[config.mk]
export PLATFORM = sky130hd
export DESIGN_NAME = dmem_wb_master
export DESIGN_NICKNAME = d
export VERILOG_FILES = /design/src/rtl/dmem_wb_pkg.sv /design/src/rtl/wb_lane_steer.sv /design/src/rtl/dmem_wb_master.sv
export SDC_FILE = /design/constraint.sdc
export NUM_CORES = 1
export LEC_CHECK = 0
export ABC_CLOCK_PERIOD_IN_PS = 4400
export BUFFER_PORTS_ARGS = -buffer_cell sky130_fd_sc_hd__buf_2
export CORE_UTILIZATION = 36
export DETAILED_ROUTE_END_ITERATION = 16
export PLACE_DENSITY_LB_ADDON = 0.08
export SLEW_MARGIN = 15
export SYNTH_ARGS = -nofsm -noshare
export SYNTH_HDL_FRONTEND = slang
export SYNTH_SLANG_ARGS = --single-unit
[constraint.sdc]
create_clock -name clk_i -period 4.4 [get_ports clk_i]
set_clock_uncertainty 0.1 [all_clocks]
set_input_delay 0.22 -clock clk_i [delete_from_list [all_inputs] [get_ports clk_i]]
set_output_delay 0.22 -clock clk_i [all_outputs]
set_load 0.005 [all_outputs]
[src/rtl/dmem_wb_pkg.sv]
// Shared encodings for the data-memory Wishbone master: access sizes, FSM states and
// the default bus timeout.
package dmem_wb_pkg;

   localparam logic [1:0] SZ_BYTE = 2'b00;
   localparam logic [1:0] SZ_HALF = 2'b01;
   localparam logic [1:0] SZ_WORD = 2'b10;
   localparam logic [1:0] SZ_BAD  = 2'b11;

   typedef enum logic [1:0] {
      IDLE    = 2'd0,
      BUS     = 2'd1,
      RELEASE = 2'd2,
      ERR     = 2'd3
   } state_e;

   localparam int unsigned DEFAULT_TIMEOUT = 255;

endpackage

[src/rtl/wb_lane_steer.sv]
// Byte-lane steering for little-endian accesses: store lane select and replication,
// load lane extraction with sign/zero extension, and misalignment detection.
module wb_lane_steer
   import dmem_wb_pkg::*;
(
   input  logic [1:0]  size_i,
   input  logic [1:0]  lane_i,
   input  logic        sign_i,
   input  logic [31:0] wdata_i,
   input  logic [31:0] rdat_i,
   output logic [3:0]  sel_o,
   output logic [31:0] wdat_o,
   output logic [31:0] rdata_o,
   output logic        misaligned_o
);

   logic [7:0]  byte_v;
   logic [15:0] half_v;

   always_comb begin
      byte_v       = rdat_i[{lane_i, 3'b000} +: 8];
      half_v       = lane_i[1] ? rdat_i[31:16] : rdat_i[15:0];
      sel_o        = 4'b0000;
      wdat_o       = '0;
      rdata_o      = '0;
      misaligned_o = 1'b0;
      unique case (size_i)
         SZ_BYTE: begin
            sel_o   = 4'b0001 << lane_i;
            wdat_o  = {4{wdata_i[7:0]}};
            rdata_o = {{24{sign_i & byte_v[7]}}, byte_v};
         end
         SZ_HALF: begin
            sel_o        = lane_i[1] ? 4'b1100 : 4'b0011;
            wdat_o       = {2{wdata_i[15:0]}};
            rdata_o      = {{16{sign_i & half_v[15]}}, half_v};
            misaligned_o = lane_i[0];
         end
         SZ_WORD: begin
            sel_o        = 4'b1111;
            wdat_o       = wdata_i;
            rdata_o      = rdat_i;
            misaligned_o = |lane_i;
         end
         default: misaligned_o = 1'b1;
      endcase
   end

endmodule

[src/rtl/dmem_wb_master.sv]
// Load/store unit to Wishbone classic bridge: one bus cycle per CPU request, with
// pipeline stall, timeout abort and tolerance of slaves that hold ack after stb drops.
module dmem_wb_master
   import dmem_wb_pkg::*;
#(
   parameter int unsigned TIMEOUT = DEFAULT_TIMEOUT,
   parameter int unsigned CNT_W   = 8
) (
   input  logic        clk_i,
   input  logic        rst_i,
   input  logic        req_i,
   input  logic        we_i,
   input  logic [1:0]  size_i,
   input  logic        sign_i,
   input  logic [31:0] addr_i,
   input  logic [31:0] wdata_i,
   output logic [31:0] rdata_o,
   output logic        stall_o,
   output logic        done_o,
   output logic        err_o,
   output logic        cyc_o,
   output logic        stb_o,
   output logic        we_o,
   output logic [3:0]  sel_o,
   output logic [31:0] adr_o,
   output logic [31:0] dat_o,
   input  logic [31:0] dat_i,
   input  logic        ack_i
);

   localparam logic [CNT_W-1:0] CntLast = CNT_W'(TIMEOUT - 1);

   state_e            state_q, state_d;
   logic [CNT_W-1:0]  cnt_q, cnt_d;
   logic              we_q, we_d;
   logic [1:0]        size_q, size_d;
   logic              sign_q, sign_d;
   logic [1:0]        lane_q, lane_d;
   logic              cyc_q, cyc_d;
   logic [3:0]        sel_q, sel_d;
   logic [31:0]       adr_q, adr_d;
   logic [31:0]       dat_q, dat_d;
   logic [31:0]       rdata_q, rdata_d;
   logic              done_q, done_d;
   logic              err_q, err_d;

   logic [1:0]        st_size;
   logic [1:0]        st_lane;
   logic              st_sign;
   logic [3:0]        st_sel;
   logic [31:0]       st_wdat;
   logic [31:0]       st_rdata;
   logic              st_misaligned;

   // Live CPU fields steer while idle; captured fields steer the load return.
   always_comb begin
      if (state_q == IDLE) begin
         st_size = size_i;
         st_lane = addr_i[1:0];
         st_sign = sign_i;
      end else begin
         st_size = size_q;
         st_lane = lane_q;
         st_sign = sign_q;
      end
   end

   wb_lane_steer u_lane_steer (
      .size_i       (st_size),
      .lane_i       (st_lane),
      .sign_i       (st_sign),
      .wdata_i      (wdata_i),
      .rdat_i       (dat_i),
      .sel_o        (st_sel),
      .wdat_o       (st_wdat),
      .rdata_o      (st_rdata),
      .misaligned_o (st_misaligned)
   );

   always_comb begin
      state_d = state_q;
      cnt_d   = cnt_q;
      we_d    = we_q;
      size_d  = size_q;
      sign_d  = sign_q;
      lane_d  = lane_q;
      cyc_d   = cyc_q;
      sel_d   = sel_q;
      adr_d   = adr_q;
      dat_d   = dat_q;
      rdata_d = rdata_q;
      done_d  = 1'b0;
      err_d   = 1'b0;
      unique case (state_q)
         IDLE: begin
            if (req_i) begin
               if (st_misaligned) begin
                  state_d = ERR;
                  done_d  = 1'b1;
                  err_d   = 1'b1;
                  rdata_d = '0;
               end else if (!ack_i) begin
                  state_d = BUS;
                  we_d    = we_i;
                  size_d  = size_i;
                  sign_d  = sign_i;
                  lane_d  = addr_i[1:0];
                  sel_d   = st_sel;
                  adr_d   = {addr_i[31:2], 2'b00};
                  dat_d   = st_wdat;
                  cyc_d   = 1'b1;
                  cnt_d   = '0;
               end
            end
         end
         BUS: begin
            // Ack takes priority over an expiring timeout.
            if (ack_i) begin
               state_d = RELEASE;
               cyc_d   = 1'b0;
               done_d  = 1'b1;
               if (!we_q) rdata_d = st_rdata;
            end else if (cnt_q == CntLast) begin
               state_d = RELEASE;
               cyc_d   = 1'b0;
               done_d  = 1'b1;
               err_d   = 1'b1;
               rdata_d = '0;
            end else begin
               cnt_d = cnt_q + 1'b1;
            end
         end
         RELEASE: begin
            if (!ack_i) state_d = IDLE;
         end
         ERR: state_d = IDLE;
         default: state_d = IDLE;
      endcase
   end

   always_ff @(posedge clk_i) begin
      if (rst_i) begin
         state_q <= IDLE;
         cnt_q   <= '0;
         we_q    <= 1'b0;
         size_q  <= SZ_BYTE;
         sign_q  <= 1'b0;
         lane_q  <= 2'b00;
         cyc_q   <= 1'b0;
         sel_q   <= 4'b0000;
         adr_q   <= '0;
         dat_q   <= '0;
         rdata_q <= '0;
         done_q  <= 1'b0;
         err_q   <= 1'b0;
      end else begin
         state_q <= state_d;
         cnt_q   <= cnt_d;
         we_q    <= we_d;
         size_q  <= size_d;
         sign_q  <= sign_d;
         lane_q  <= lane_d;
         cyc_q   <= cyc_d;
         sel_q   <= sel_d;
         adr_q   <= adr_d;
         dat_q   <= dat_d;
         rdata_q <= rdata_d;
         done_q  <= done_d;
         err_q   <= err_d;
      end
   end

   assign stall_o = req_i & ~done_q;
   assign done_o  = done_q;
   assign err_o   = err_q;
   assign rdata_o = rdata_q;
   assign cyc_o   = cyc_q;
   assign stb_o   = cyc_q;
   assign we_o    = we_q;
   assign sel_o   = sel_q;
   assign adr_o   = adr_q;
   assign dat_o   = dat_q;

endmodule

After elaboration in Yosys (flattened, before gate mapping)
Cells that the tools add are included.
- register bits after elaboration: 117
- word-level logic and storage cells: 88
- reduce and logical (&&, ||, !) cells: 9
- bitwise operators: 6
- equal/unequal tests: 16
- mux-type cells: 41
- shifts and indexed selects: 2
- add/sub/neg operators: 1
- operator list (cell ; count):
    case mux 32 bit (3 select lines) ; 2
    two-way mux 32 bit ; 5
    case mux 32 bit (2 select lines) ; 1
    two-way mux 8 bit ; 5
    variable part select 32 x 6 -> 8 bit ; 1
    two-way mux 16 bit ; 1
    two-way mux 2 bit ; 8
    case mux 8 bit (2 select lines) ; 1
    != test 2 bit (second input constant) ; 7
    case mux 4 bit (3 select lines) ; 1
    two-way mux 1 bit ; 11
    AND reduction 5 bit ; 2
    != test 3 bit (second input constant) ; 3
    adder 8 x 1 -> 8 bit (second input constant) ; 1
    equality test 8 bit (second input constant) ; 1
    case mux 2 bit (4 select lines) ; 1
    AND reduction 4 bit ; 2
    equality test 2 bit (second input constant) ; 3
    case mux 1 bit (2 select lines) ; 3
    AND reduction 6 bit ; 1
    equality test 2 x 1 -> 1 bit (second input constant) ; 2
    zero test 2 bit ; 2
    two-way mux 4 bit ; 1
    << shifter 1 x 2 -> 4 bit (first input constant) ; 1
    other kinds (5) ; 9

Depth between registers and ports, before layout
Gate-level depths: netlist of the first run.
- depth after elaboration: 8
- gate-level depth with buffers: 9
- gate-level depth less buffers: 7

Cells and area by module
From an unflattened synthesis of the first run, not the netlist that was laid out.
- cell total of the unflattened synthesis: 736
- area total of the unflattened synthesis: 5843.1 um2
- modules (own cells, without submodules) (module ; instances ; seq. area each (um2) ; area an instance (um2) ; cells an instance):
    dmem_wb_master ; 1 ; 2342.2 ; 4697.0 ; 550
    wb_lane_steer ; 1 ; 0.0 ; 1146.1 ; 186

Worst setup path after synthesis of the first run
Ideal clock, no wire load.
- kind: register to register
- from: register state_q[1]
- to: register rdata_q[29] (netlist: rdata_o[29])
- required time: 4.167 ns
- stages on the path, launching flop included: 8
- data arrival time: 1.955 ns
- setup slack: 2.211 ns
- cells stage by stage: dfxtp_1 > buf_2 > or3b_1 > nand2_1 > mux2_2 > o211ai_2 > buf_2 > o2111ai_1
- longest elaborated chain between the ends: 8
- elaborated cells on any way between the ends: 24
- those cells by class: 7 x eq/ne; 1 x shift; 9 x mux; 2 x bitwise; 5 x reduce/logical
- RTL lines (item ; RTL line ; text):
    from (decl) ; dmem_wb_master.sv:33 ; state_e state_q, state_d;
    from (signal assigned) ; dmem_wb_master.sv:157 ; state_q <= state_d;
    zero test 2 bit ; dmem_wb_master.sv:57, dmem_wb_master.sv:94 ;
    two-way mux 2 bit ; dmem_wb_master.sv:57 ; if (state_q == IDLE) begin
    variable part select 32 x 6 -> 8 bit / two-way mux 16 bit (equally long branches) ; wb_lane_steer.sv:21, wb_lane_steer.sv:22 ;
    AND 1 bit (on tied branches) ; wb_lane_steer.sv:31, wb_lane_steer.sv:36 ;
    case mux 32 bit (3 select lines) ; wb_lane_steer.sv:27 ; unique case (size_i)
    two-way mux 32 bit ; dmem_wb_master.sv:122 ; if (!we_q) rdata_d = st_rdata;
    two-way mux 32 bit ; dmem_wb_master.sv:118 ; if (ack_i) begin
    case mux 32 bit (2 select lines) ; dmem_wb_master.sv:94 ; unique case (state_q)
    to (signal assigned) ; dmem_wb_master.sv:167 ; rdata_q <= rdata_d;
    to (decl) ; dmem_wb_master.sv:43 ; logic [31:0] rdata_q, rdata_d;
Parallel ways exist; a longest one is shown, timed or not. The select of a mux whose other input is x is not followed.
A chain may end at the register's enable or synchronous reset.

Final worst setup path of the first run
- from: register state_q[0]
- to: register rdata_q[3] (netlist: rdata_o[3])
- longest elaborated chain between the ends: 7
- elaborated cells on any way between the ends: 21
- those cells by class: 7 x eq/ne; 1 x shift; 8 x mux; 5 x reduce/logical
- RTL lines (item ; RTL line ; text):
    zero test 2 bit ; dmem_wb_master.sv:57, dmem_wb_master.sv:94 ;
    two-way mux 2 bit ; dmem_wb_master.sv:57 ;
    variable part select 32 x 6 -> 8 bit (tied with other cells) ; wb_lane_steer.sv:21 ; byte_v = rdat_i[{lane_i, 3'b000} +: 8];
    case mux 32 bit (3 select lines) ; wb_lane_steer.sv:27 ;
    two-way mux 32 bit ; dmem_wb_master.sv:122 ;
    two-way mux 32 bit ; dmem_wb_master.sv:118 ;
    case mux 32 bit (2 select lines) ; dmem_wb_master.sv:94 ;
Parallel ways exist; a longest one is shown, timed or not. The select of a mux whose other input is x is not followed.

==> results.sh, run 1 <==
export IMPL_cp_max_fo=33
export IMPL_globalplace_congestion=0.8461
export IMPL_postRouteAntennaNets=0
export IMPL_area_delta_synth_final_pct=38.90
export IMPL_clock_sinks=117
export IMPL_critPathLaunchType="flop"
export IMPL_cp_arrival_ps=4100
export IMPL_postLayoutCellArea_mm2=0.007840
export IMPL_dr_wl_met3_um=1275
export IMPL_cp_end_kind="flop"
export IMPL_clk_pin_slew_ps=50
export IMPL_ios=210
export IMPL_port_buffers=207
export IMPL_dieArea_mm2=0.01618
export IMPL_synth_edf_count=0
export IMPL_synthFlopType="dfxtp_1"
export IMPL_drive_above_1_share=0.2789
export IMPL_synth_seq_area_share=0.4150
export IMPL_grt_pass1_vias=5925
export IMPL_fmax_ghz=0.2599
export IMPL_maxCapViolCount=0
export IMPL_grt_pass1_wl_um=29840
export IMPL_numCtsBuffers=17
export IMPL_ys_top_cells_by_area="dfxtp_1 (41%), a21oi_1 (7.0%), o21ai_0 (5.0%)"
export IMPL_synth_top_area_share=0.4150
export IMPL_p_leak_uw=0.003258
export IMPL_r2r_slack_ps=550
export IMPL_gr_usage_all_layers=0.2339
export IMPL_grt_overflow=0
export IMPL_vias=6246
export IMPL_worstReg2RegStart="state_q[0]"
export IMPL_maxSlewHeadroom=0.2118
export IMPL_hpwl_um=12790
export IMPL_timing_rr_end="rdata_o[3]"
export IMPL_ys_warn_count=0
export IMPL_fp_row_count=45
export IMPL_yosysUniqueCellTypes=68
export IMPL_antenna_cells=0
export IMPL_wl_met1_um=8736
export IMPL_endpoint="rdata_o[3]"
export IMPL_hold_viol_final=0
export IMPL_cts_tree="done"
export IMPL_cts_htree_levels=4
export IMPL_post_synth_top_count_cell="dfxtp_1"
export IMPL_drc=0
export IMPL_power_density_mw_per_mm2=415.3
export IMPL_final_nets=1013
export IMPL_synthCells=674
export IMPL_postCtsSetupBuffers=0
export IMPL_drv_slew=0
export IMPL_rsz0062_at_grt="no"
export IMPL_drt_total_wl_um=19400
export IMPL_drtPass1Iterations=7
export IMPL_synth_seq_cells=117
export IMPL_top_layer="met4"
export IMPL_wl_met2_um=9012
export IMPL_min_period_over_period=0.8745
export IMPL_worstPathRequired_ps=4650
export IMPL_path_class="reg2reg"
export IMPL_synth_top_area_cell="dfxtp_1"
export IMPL_setup_viol=0
export IMPL_drt_iter0_drc=447
export IMPL_insertion_delay_ps=410
export IMPL_grt_max_degree=73
export IMPL_min_path_type="in2reg"
export IMPL_status="finished clean"
export IMPL_crit_path_start="state_q[0]"
export IMPL_place_area_mm2=0.006671
export IMPL_postSynthAreaPerCell_um2=8.374
export IMPL_async_reset_ff_frac=0
export IMPL_root_buffer="clkbuf_16"
export IMPL_post_cts_resize_count=0
export IMPL_tightestPinTransition_ps=1182
export IMPL_reg2regPathDepth=6
export IMPL_fin_setup_tns_ps=0
export IMPL_period_minus_slack_ps=3848
export IMPL_die_h_um=127.2
export IMPL_viasPerCell=5.532
export IMPL_initial_core_util=0.3699
export IMPL_wire_per_inst_um=17.18
export IMPL_irDropWorstVdd_mv=0.2703
export IMPL_synth_common_cells="dfxtp_1 (117), a21oi_1 (79), o21ai_0 (56)"
export IMPL_netlist_area_mm2=0.005644
export IMPL_max_clock_path_buffers=2
export IMPL_core_mm2=0.01526
export IMPL_fp_dieW_um=127.2
export IMPL_grt_antenna_before_repair=0
[flip-flops by register name, indices dropped and copies added, names as in the netlist]
register,count
sel_o,4
size_q,2
done_o,1
sign_q,1
adr_o,30
cnt_q,8
err_o,1
state_q,2
we_o,1
rdata_o,32
cyc_o,1
dat_o,32
lane_q,2
[worst min-delay path by stage]
stage               cells after the start     endpoint       from
CTS                                     3  rdata_o[14]  dat_i[14]
global route                            3  rdata_o[14]  dat_i[14]
finish                                  3  rdata_o[30]  dat_i[30]
floorplan                               2  rdata_o[16]  dat_i[16]
global placement                        2     dat_o[6]   dat_o[6]
detailed placement                      2     dat_o[1]   dat_o[1]
[where the power goes]
group          switching (µW)  internal, µW
clock network             457           821
logic                     481           296
registers                61.9          1140
[metal layers]
layer  global-route usage  up-vias
met5                    0        -
met1               0.2942     2962
li1                     -     3001
met3              0.05235       33
met2               0.3811      250
met4               0.1099        0
[per-stage QoR]
step	util	setup WS, ps	std cells	total power [µW]	hold WS, ps
finish	0.5138	552.3	1129	3256	16.30
global placement	0.4372	1345	1036	1930	344.4
CTS	0.5134	637.7	1129	3276	3.129
global route	0.5138	276.6	1129	3410	15.96
floorplan	-	2211	675	1712	238.1
detailed placement	0.4372	1157	1036	1944	352.8
[logic make-up after synthesis]
logic type,count (synthesis),share of synthesized area
AO/OA/AOI/OAI,277,0.3288
adder cells (fa/ha/maj),2,0.004433
buffers and inverters,103,0.08645
flip-flops,117,0.4150
multiplexers,4,0.008423
other,1,0.0006644
AND/OR/NAND/NOR,170,0.1563
[worst max-delay path, stage by stage, from the launching register on]
cell and delay, ps:
dfxtp_1 920, nor2_2 240, o31ai_4 750, nand2b_1 120, a41o_1 640, o2111ai_1 400
dlygate4sd3_1 600
[final cells by class]
type / instances / area (µm²)
Multi-Input combinational cell: 455 / 2833
Inverter: 38 / 142.6
Sequential cell: 117 / 2342
Clock inverter: 6 / 80.08
Clock buffer: 24 / 451.7
Timing Repair Buffer: 278 / 1727
Fill cell: 1433 / 7418
Tap cell: 211 / 264.0
[layout by cell type (no fill, tap or decap), types with 4 or more instances in the layout]
| cell type | instances |
|---|---|
| a211o_1 | 7 |
| a211oi_1 | 25 |
| a21boi_1 | 5 |
| a21oi_1 | 79 |
| a222oi_1 | 7 |
| a22oi_1 | 15 |
| a31oi_1 | 5 |
| a32oi_1 | 11 |
| buf_2 | 207 |
| buf_4 | 8 |
| clkbuf_1 | 7 |
| clkbuf_16 | 17 |
| clkinv_2 | 4 |
| dfxtp_1 | 117 |
| dlygate4sd3_1 | 63 |
| inv_1 | 37 |
| nand2_1 | 50 |
| nand3_1 | 47 |
| nand4_1 | 12 |
| nor2_1 | 13 |
| nor3_1 | 4 |
| o2111ai_1 | 22 |
| o211ai_1 | 12 |
| o21ai_0 | 56 |
| o22ai_1 | 7 |
| or3_1 | 4 |
[what timing repair did]
item | 4_1_cts | 5_1_grt
hold endpoints to repair | 59 | 0
endpoints found under the setup margin | 0 | 0
hold buffers | 63 | 0
Note: power is estimated with default switching activity, not from simulation.
==> run 2, diff against run 1 <==
==> constraint.sdc (replaced) <==
create_clock -name clk_i -period 4.4 [get_ports clk_i]
set_clock_uncertainty 0.1 [all_clocks]
set_input_delay 0.88 -clock clk_i [delete_from_list [all_inputs] [get_ports clk_i]]
set_output_delay 0.88 -clock clk_i [all_outputs]
set_load 0.005 [all_outputs]
==> run 2 against run 1 <==
- wire length shrank 2.8%
- first-iteration DRC count grew 9.6%
- worst setup slack gained 470 ps
- hold slack gained 340 ps
- sequential power is essentially flat
- fmax grew 14%
- via count shrank 2.8%
- power grew 4.5%
- cell area shrank 6.4%
- sequential share of layout area grew 2.0 points
- critical path type unchanged
- critical endpoint is now dat_o[28]
- largest cell class unchanged
- largest power group unchanged
==> results.sh, run 2 (synthesized netlist as in run 1, its figures left out) <==
export IMPL_grt_pass1_wl_um=29500
export IMPL_port_buffers=207
export IMPL_maxCapViolCount=0
export IMPL_drv_slew=0
export IMPL_worstPathRequired_ps=4620
export IMPL_path_class="reg2reg"
export IMPL_globalplace_congestion=0.8439
export IMPL_setup_viol=0
export IMPL_hold_buffers=0
export IMPL_insertion_delay_ps=420
export IMPL_drt_iter0_drc=490
export IMPL_fmax_ghz=0.2963
export IMPL_min_path_type="reg2reg"
export IMPL_tightestPinTransition_ps=932.8
export IMPL_cp_end_kind="flop"
export IMPL_drive_above_1_share=0.3078
export IMPL_dieArea_mm2=0.01618
export IMPL_fp_row_count=45
export IMPL_drtPass1Iterations=7
export IMPL_die_h_um=127.2
export IMPL_hpwl_um=13240
export IMPL_post_cts_resize_count=0
export IMPL_viasPerCell=5.665
export IMPL_drt_total_wl_um=18850
export IMPL_min_period_over_period=0.7671
export IMPL_fin_setup_tns_ps=0
export IMPL_p_leak_uw=0.003045
export IMPL_postCtsSetupBuffers=0
export IMPL_p_sw_uw=1026
export IMPL_wire_per_inst_um=17.59
export IMPL_critPathLaunchType="flop"
export IMPL_r2r_slack_ps=1020
export IMPL_area_delta_synth_final_pct=30.02
export IMPL_hold_viol_final=0
export IMPL_period_minus_slack_ps=3375
export IMPL_fillers=1534
export IMPL_cp_arrival_ps=3590
export IMPL_vias=6073
export IMPL_seqPwrFrac=0.350
export IMPL_initial_core_util=0.3699
export IMPL_sw_frac_of_total=0.3016
export IMPL_drc=0
export IMPL_final_cell_mix="buf_2 (207), dfxtp_1 (117), a21oi_1 (79), o21ai_0 (56), nand2_1 (50)"
export IMPL_cts_htree_levels=4
export IMPL_grt_max_degree=53
export IMPL_p_int_uw=2377
export IMPL_final_common_cell="buf_2"
export IMPL_postRouteAntennaNets=0
export IMPL_final_nets=954
export IMPL_clk_pin_slew_ps=60
export IMPL_ios=210
export IMPL_fin_util=0.4809
export IMPL_grt_pass1_vias=5645
export IMPL_grt_overflow=0
export IMPL_power_density_mw_per_mm2=463.8
export IMPL_clock_sinks=117
export IMPL_antenna_cells=0
export IMPL_cts_tree="done"
export IMPL_status="finished clean"
export IMPL_maxSlewHeadroom=0.3781
export IMPL_max_clock_path_buffers=2
export IMPL_gr_usage_all_layers=0.2304
export IMPL_numCtsBuffers=17
export IMPL_root_buffer="clkbuf_16"
export IMPL_grt_antenna_before_repair=0
export IMPL_p_comb_frac=0.219
export IMPL_cp_max_fo=45
export IMPL_irDropWorstVdd_mv=0.2461
export IMPL_fp_dieW_um=127.2
export IMPL_rsz0062_at_grt="no"
export IMPL_core_mm2=0.01526
export IMPL_clockPowerShare=0.431
## run 2: path summary, 6_finish.rpt
kind | start | to | cells after the start
min reg2reg | dat_o[2] | dat_o[2] | 2
min | dat_o[2] | dat_o[2] | 2
max | state_q[1] | dat_o[28] | 6
max reg2reg | state_q[1] | dat_o[28] | 6
## run 2: critical path, cell delays in order (launching register included)
cell and delay, ps:
dfxtp_1 860, nor3b_1 240, nor2_1 710, a22o_2 670, buf_12 290, a21oi_1 110, a211oi_1 270
## run 2: final cells by class
| cell class | instances | area (µm²) | share of cell area |
|---|---|---|---|
| clock buffers | 23 | 467.9 | 0.06377 |
| clock inverters | 9 | 150.1 | 0.02046 |
| inverters | 38 | 142.6 | 0.01944 |
| multi-input cells | 455 | 2833 | 0.3860 |
| flip-flops and latches | 117 | 2342 | 0.3192 |
| well taps | 211 | 264.0 | 0.03598 |
| repair buffers | 219 | 1139 | 0.1552 |
## run 2: power groups by stage
stage / clock network (µW) / logic (µW) / registers (µW)
2_1_floorplan: 0 / 506 / 1210
3_3_place_gp: 0 / 725 / 1210
3_5_place_dp: 0 / 739 / 1210
4_1_cts: 1480 / 741 / 1190
5_1_grt: 1530 / 815 / 1200
6_report: 1470 / 746 / 1190
## run 2: per-layer routing
layer  track usage  vias to the layer above  routed length, µm
li1              -                     2894                  -
met1        0.3059                     2933               8596
met2        0.3668                      219               8775
met3       0.05402                       27               1202
met4       0.07983                        0                278
met5             0                        -                  0
## run 2: through the flow
stage	worst slack, ps	total power [µW]	cell area, µm²	hold slack, ps	instances
finish	1025	3404	7338	357.8	1072
global placement	1072	1936	6714	343.0	1040
floorplan	1866	1712	5648	338.2	675
global route	764.7	3551	7338	381.8	1072
detailed placement	943.6	1953	6714	352.0	1040
CTS	1037	3417	7332	359.7	1072
